**src/rtl/pll_seq_defines.sv**
```systemverilog
// Shared state encodings and default timing constants for the PLL lock sequencer.
package pll_seq_defines;

  typedef enum logic [2:0] {
    StPwrdn    = 3'd0,
    StWaitLock = 3'd1,
    StStable   = 3'd2,
    StHold     = 3'd3,
    StRun      = 3'd4,
    StFail     = 3'd5
  } pll_state_e;

  localparam int unsigned DefPwrdnCycles = 32;
  localparam int unsigned DefLockTimeout = 4096;
  localparam int unsigned DefLockStable  = 256;
  localparam int unsigned DefRstHold     = 16;
  localparam int unsigned DefMaxRetry    = 3;
  localparam int unsigned DefCntW        = 16;

endpackage

```
**src/rtl/sync_2ff.sv**
```systemverilog
// Generic two-flop synchronizer; output resets to zero.
module sync_2ff #(
  parameter int unsigned Width = 1
) (
  input  logic             clk_i,
  input  logic             rst_ni,
  input  logic [Width-1:0] d_i,
  output logic [Width-1:0] q_o
);

  logic [Width-1:0] meta_q, sync_q;

  always_ff @(posedge clk_i or negedge rst_ni) begin
    if (!rst_ni) begin
      meta_q <= '0;
      sync_q <= '0;
    end else begin
      meta_q <= d_i;
      sync_q <= meta_q;
    end
  end

  assign q_o = sync_q;

endmodule

```
**src/rtl/pll_lock_sequencer.sv**
```systemverilog
// PLL power-up/lock supervisor: sequences POWERDOWN, qualifies LOCK, releases system reset,
// retries on timeout and latches a sticky failure after the retry budget is spent.
module pll_lock_sequencer
  import pll_seq_defines::*;
#(
  parameter int unsigned PWRDN_CYCLES = DefPwrdnCycles,
  parameter int unsigned LOCK_TIMEOUT = DefLockTimeout,
  parameter int unsigned LOCK_STABLE  = DefLockStable,
  parameter int unsigned RST_HOLD     = DefRstHold,
  parameter int unsigned MAX_RETRY    = DefMaxRetry,
  parameter int unsigned CNT_W        = DefCntW
) (
  input  logic       sys_clk_i,
  input  logic       rst_n_pad_i,
  input  logic       pll_lock_i,
  input  logic       restart_i,
  output logic       pll_powerdown_n_o,
  output logic       sys_rst_o,
  output logic       pll_ready_o,
  output logic       fail_o,
  output logic [3:0] retry_cnt_o,
  output logic [2:0] state_o
);

  localparam logic [CNT_W-1:0] PwrdnLast   = CNT_W'(PWRDN_CYCLES - 1);
  localparam logic [CNT_W-1:0] TimeoutLast = CNT_W'(LOCK_TIMEOUT - 1);
  localparam logic [CNT_W-1:0] StableLast  = CNT_W'(LOCK_STABLE - 1);
  localparam logic [CNT_W-1:0] HoldLast    = CNT_W'(RST_HOLD - 1);
  localparam logic [3:0]       RetryMax    = 4'(MAX_RETRY);

  logic lock_s;

  sync_2ff #(
    .Width (1)
  ) u_lock_sync (
    .clk_i  (sys_clk_i),
    .rst_ni (rst_n_pad_i),
    .d_i    (pll_lock_i),
    .q_o    (lock_s)
  );

  pll_state_e       state_q, state_d;
  logic [CNT_W-1:0] cnt_q, cnt_d;
  logic [3:0]       retry_q, retry_d;
  logic             pd_n_q, pd_n_d;
  logic             sys_rst_q, sys_rst_d;
  logic             ready_q, ready_d;
  logic             fail_q, fail_d;

  always_comb begin
    state_d = state_q;
    retry_d = retry_q;

    unique case (state_q)
      StPwrdn: begin
        if (cnt_q == PwrdnLast) state_d = StWaitLock;
      end
      StWaitLock: begin
        if (lock_s) begin
          state_d = StStable;
        end else if (cnt_q == TimeoutLast) begin
          if (retry_q == RetryMax) begin
            state_d = StFail;
          end else begin
            retry_d = retry_q + 4'd1;
            state_d = StPwrdn;
          end
        end
      end
      StStable: begin
        if (!lock_s) state_d = StWaitLock;
        else if (cnt_q == StableLast) state_d = StHold;
      end
      StHold: begin
        if (!lock_s) state_d = StWaitLock;
        else if (cnt_q == HoldLast) state_d = StRun;
      end
      StRun: begin
        if (!lock_s) begin
          state_d = StPwrdn;
          retry_d = '0;
        end
      end
      StFail: state_d = StFail;
      default: state_d = StPwrdn;
    endcase

    if (restart_i) begin
      state_d = StPwrdn;
      retry_d = '0;
    end

    // Every timed state exits at its own terminal count, so the counter cannot wrap.
    if (state_d != state_q || restart_i) begin
      cnt_d = '0;
    end else if (state_q == StRun || state_q == StFail) begin
      cnt_d = cnt_q;
    end else begin
      cnt_d = cnt_q + 1'b1;
    end

    pd_n_d    = !(state_d == StPwrdn || state_d == StFail);
    sys_rst_d = (state_d != StRun);
    ready_d   = (state_d == StRun);
    fail_d    = (state_d == StFail);
  end

  always_ff @(posedge sys_clk_i or negedge rst_n_pad_i) begin
    if (!rst_n_pad_i) begin
      state_q   <= StPwrdn;
      cnt_q     <= '0;
      retry_q   <= '0;
      pd_n_q    <= 1'b0;
      sys_rst_q <= 1'b1;
      ready_q   <= 1'b0;
      fail_q    <= 1'b0;
    end else begin
      state_q   <= state_d;
      cnt_q     <= cnt_d;
      retry_q   <= retry_d;
      pd_n_q    <= pd_n_d;
      sys_rst_q <= sys_rst_d;
      ready_q   <= ready_d;
      fail_q    <= fail_d;
    end
  end

  assign pll_powerdown_n_o = pd_n_q;
  assign sys_rst_o         = sys_rst_q;
  assign pll_ready_o       = ready_q;
  assign fail_o            = fail_q;
  assign retry_cnt_o       = retry_q;
  assign state_o           = state_q;

endmodule

```
**config.mk**
```make
export PLATFORM = sky130hd
export DESIGN_NAME = pll_lock_sequencer
export DESIGN_NICKNAME = d
export VERILOG_FILES = /design/src/rtl/pll_seq_defines.sv /design/src/rtl/sync_2ff.sv /design/src/rtl/pll_lock_sequencer.sv
export SDC_FILE = /design/constraint.sdc
export NUM_CORES = 1
export LEC_CHECK = 0
export ABC_CLOCK_PERIOD_IN_PS = 3540
export BUFFER_PORTS_ARGS = -buffer_cell sky130_fd_sc_hd__buf_2
export CAP_MARGIN = 20
export CELL_PAD_IN_SITES_DETAIL_PLACEMENT = 1
export CELL_PAD_IN_SITES_GLOBAL_PLACEMENT = 2
export CORE_AREA = 2 2 66 68
export DETAILED_ROUTE_END_ITERATION = 8
export DIE_AREA = 0 0 68 70
export GPL_ROUTABILITY_DRIVEN = 0
export HOLD_SLACK_MARGIN = 0.1
export PLACE_DENSITY_LB_ADDON = 0.15
export SYNTH_ARGS = -nofsm -noshare
export SYNTH_HDL_FRONTEND = slang
export SYNTH_SLANG_ARGS = --single-unit
export TNS_END_PERCENT = 10
```
**constraint.sdc**
```tcl
create_clock -name sys_clk_i -period 3.54 [get_ports sys_clk_i]
set_clock_uncertainty 0.05 [all_clocks]
set_input_delay 0.354 -clock sys_clk_i [delete_from_list [all_inputs] [get_ports sys_clk_i]]
set_output_delay 0.354 -clock sys_clk_i [all_outputs]
set_load 0.05 [all_outputs]
```
==> impl_metrics.env <==
export IMPL_ys_types=42
export IMPL_drv_slew=0
export IMPL_min_path_type="in -> reg"
export IMPL_placed_area_sq_um=1640
export IMPL_power_density_nw_per_um2=361
export IMPL_finalCritPeriodShare=0.682
export IMPL_grt_pass1_wl_microns=6440
export IMPL_startpoint_type="register"
export IMPL_leakage_nw=0.798
export IMPL_num_nets_final=179
export IMPL_antenna_found_initial=0
export IMPL_syn_cell_area_sq_um=1510
export IMPL_max_freq_mhz=414
export IMPL_cp_max_fo=10
export IMPL_synthesis_area_per_instance_sq_um=9.83
export IMPL_dr_pass1_iters=4
export IMPL_clk_latency_ns=0.28
export IMPL_cts_buffer_depth=2
export IMPL_die_area_sq_um=4760
export IMPL_pin_count=15
export IMPL_grt_setup_unrepaired="false"
export IMPL_p_comb_frac=0.042
export IMPL_drc=0
export IMPL_routedWlPerCell_microns=15.9
export IMPL_htreeDepth=2
export IMPL_synthCells=154
export IMPL_hold_viol=0
export IMPL_synth_seq_cells=29
export IMPL_synth_warnings=0
export IMPL_track_usage=0.180
export IMPL_io_buffers=14
export IMPL_p_seq_frac=0.544
export IMPL_clock_sinks=29
export IMPL_die_height_microns=70
export IMPL_grt_overflow=0
export IMPL_end_kind="register"
export IMPL_relSlewSlack=0.549
export IMPL_whs_path_depth=1
export IMPL_synth_nets=160
export IMPL_rr_startpoint="state_o[0]"
export IMPL_clockPowerShare=0.414
export IMPL_final_area_sq_um=1730
export IMPL_grt_max_degree=30
export IMPL_mostFrequentLayoutCell="dfrtp_1"
export IMPL_critPathRequiredTime_ns=3.70
export IMPL_internal_power_mw=0.484
export IMPL_area_delta_synth_final_pct=14.2
export IMPL_vias=1216
export IMPL_start_util=0.365
export IMPL_path_class="reg -> reg"
export IMPL_vias_per_cell=5.38
export IMPL_whs_endpoint="u_lock_sync.meta_q"
export IMPL_switchingPower_mw=0.141
export IMPL_r2r_end="pll_ready_o"
export IMPL_detail_route_antenna_nets=0
export IMPL_cts_root_buf="clkbuf_8"
export IMPL_finalWirelength_microns=3590
export IMPL_die_w_microns=68
export IMPL_rows=24
export IMPL_switching_share=0.225
export IMPL_period_minus_slack_ns=2.42
export IMPL_cts_clk_slew_worst_paths_ns=0.06
export IMPL_seq_area_frac_synth=0.480
export IMPL_layout_setup_ws_ns=1.12
export IMPL_cts_tree="done"
export IMPL_status="completed"
export IMPL_hp_start="pll_lock_i"
export IMPL_peakVddDrop_mv=0.157
export IMPL_cts_resized=0
export IMPL_core_sq_um=4140
export IMPL_grt_pass1_vias=1372
export IMPL_final_cell_mix="dfrtp_1, nor2_1, nor3_1, buf_2, xnor2_1"
export IMPL_multiInputGateArea_sq_um=754
export IMPL_cts_buffers=5
export IMPL_drtIter0Drc=30
export IMPL_tightest_slew_ns=0.676
export IMPL_maxCapViolCount=0
export IMPL_synth_edf_count=0
export IMPL_finalSetupViolCount=0
export IMPL_tns_ns=0
export IMPL_hpwl_microns=2540
export IMPL_layout_drive_gt1_share=0.172
export IMPL_cp_arrival_ns=2.58
export IMPL_place_ws_ns=1.13
export IMPL_nFillCells=484
export IMPL_seq_area_sq_um=727
export IMPL_utilization=0.417
export IMPL_reg2reg_slack_ns=1.12
export IMPL_synth_ff_type="dfrtp_1"
export IMPL_synthArstFlopShare=1.00
export IMPL_reg2reg_depth=6
export IMPL_n_antenna_cell=0
==> through the flow <==
stage / std cells / hold WS, ns / total power, mW
2_1_floorplan: 154 / 0.00841 / 0.357
5_1_grt: 226 / 0.107 / 0.659
3_5_place_dp: 217 / 0.298 / 0.371
6_report: 226 / 0.128 / 0.624
4_1_cts: 226 / 0.119 / 0.635
3_3_place_gp: 217 / 0.293 / 0.371
==> flip-flops by register name (all words and copies together), names as in the netlist <==
signal / cells
cnt_q: 16
retry_cnt_o: 4
state_o: 3
fail_o: 1
pll_powerdown_n_o: 1
pll_ready_o: 1
sys_rst_o: 1
u_lock_sync.meta_q: 1
u_lock_sync.q_o: 1
==> per-layer routing <==
| metal | vias up | share of wire | track usage |
|---|---|---|---|
| li1 | 584 | - | - |
| met1 | 614 | 0.47 | 0.229 |
| met2 | 13 | 0.49 | 0.291 |
| met3 | 5 | 0.026 | 0.0531 |
| met4 | 0 | 0.015 | 0.0511 |
| met5 | - | 0 | 0 |
==> critical path, cell delays in order, from the launching register on <==
cell	delay, ns
dfrtp_1	0.57
or3b_2	0.50
nor2_1	0.24
nand3_1	0.21
o21ai_0	0.29
nor2b_1	0.32
and2_1	0.17
==> worst max-delay path by stage <==
| stage | start | to | slack (ns) |
|---|---|---|---|
| after floorplan | state_o[0] | fail_o | 1.14 |
| after global placement | state_o[0] | fail_o | 1.17 |
| final | state_o[0] | pll_ready_o | 1.12 |
| after detailed placement | state_o[0] | fail_o | 1.13 |
| after CTS | state_o[0] | fail_o | 1.11 |
| after global routing | state_o[0] | fail_o | 0.90 |
==> final cells by class <==
type | count | share of cell area
inverters | 4 | 0.00868
flip-flops and latches | 29 | 0.420
clock buffers | 8 | 0.0463
repair buffers | 16 | 0.0507
multi-input cells | 117 | 0.436
well taps | 52 | 0.0376
==> power groups by stage <==
stage | Clock, mW | Sequential [mW] | Combinational (mW)
detailed placement | 0 | 0.345 | 0.0259
global placement | 0 | 0.345 | 0.0255
CTS | 0.269 | 0.339 | 0.0269
finish | 0.259 | 0.340 | 0.0260
global route | 0.289 | 0.340 | 0.0308
floorplan | 0 | 0.344 | 0.0125
==> synth_stat cells, types with 2 or more instances <==
cell | instances | area share
inv_1 | 4 | 0.0099
nand3_1 | 6 | 0.020
xnor2_1 | 9 | 0.052
nand4_1 | 5 | 0.021
a22o_1 | 2 | 0.012
and3_1 | 3 | 0.012
nor3_1 | 14 | 0.046
nand2_1 | 8 | 0.020
buf_2 | 2 | 0.0066
nor4_1 | 2 | 0.0083
a31oi_1 | 2 | 0.0083
and2_1 | 3 | 0.012
xor2_1 | 6 | 0.035
o21ai_0 | 3 | 0.0099
nand2b_1 | 2 | 0.0083
ha_1 | 2 | 0.017
dfrtp_1 | 28 | 0.46
nor2_1 | 21 | 0.052
nor2b_1 | 6 | 0.025
clkbuf_1 | 2 | 0.0050
a21oi_1 | 3 | 0.0099
==> cell families (layout without fill, tap and decap cells) <==
group                      Yosys count  count (layout)  synth area share
and+or+nand+nor                     77              77             0.268
DFF                                 29              29             0.480
AOI/OAI and AO/OA                   20              20             0.102
xor gates and xnor gates            16              16            0.0975
buffers and inverters                8              28            0.0215
adders and majority gates            2               2            0.0165
muxes                                2               2            0.0140
==> what timing repair did <==
action | CTS | global route
setup endpoints to repair | 0 | 0
buffers inserted | 0 | 0
hold endpoints to repair | 28 | 0
hold buffers | 1 | 0
No activity file was read; power rests on OpenSTA's default activity.
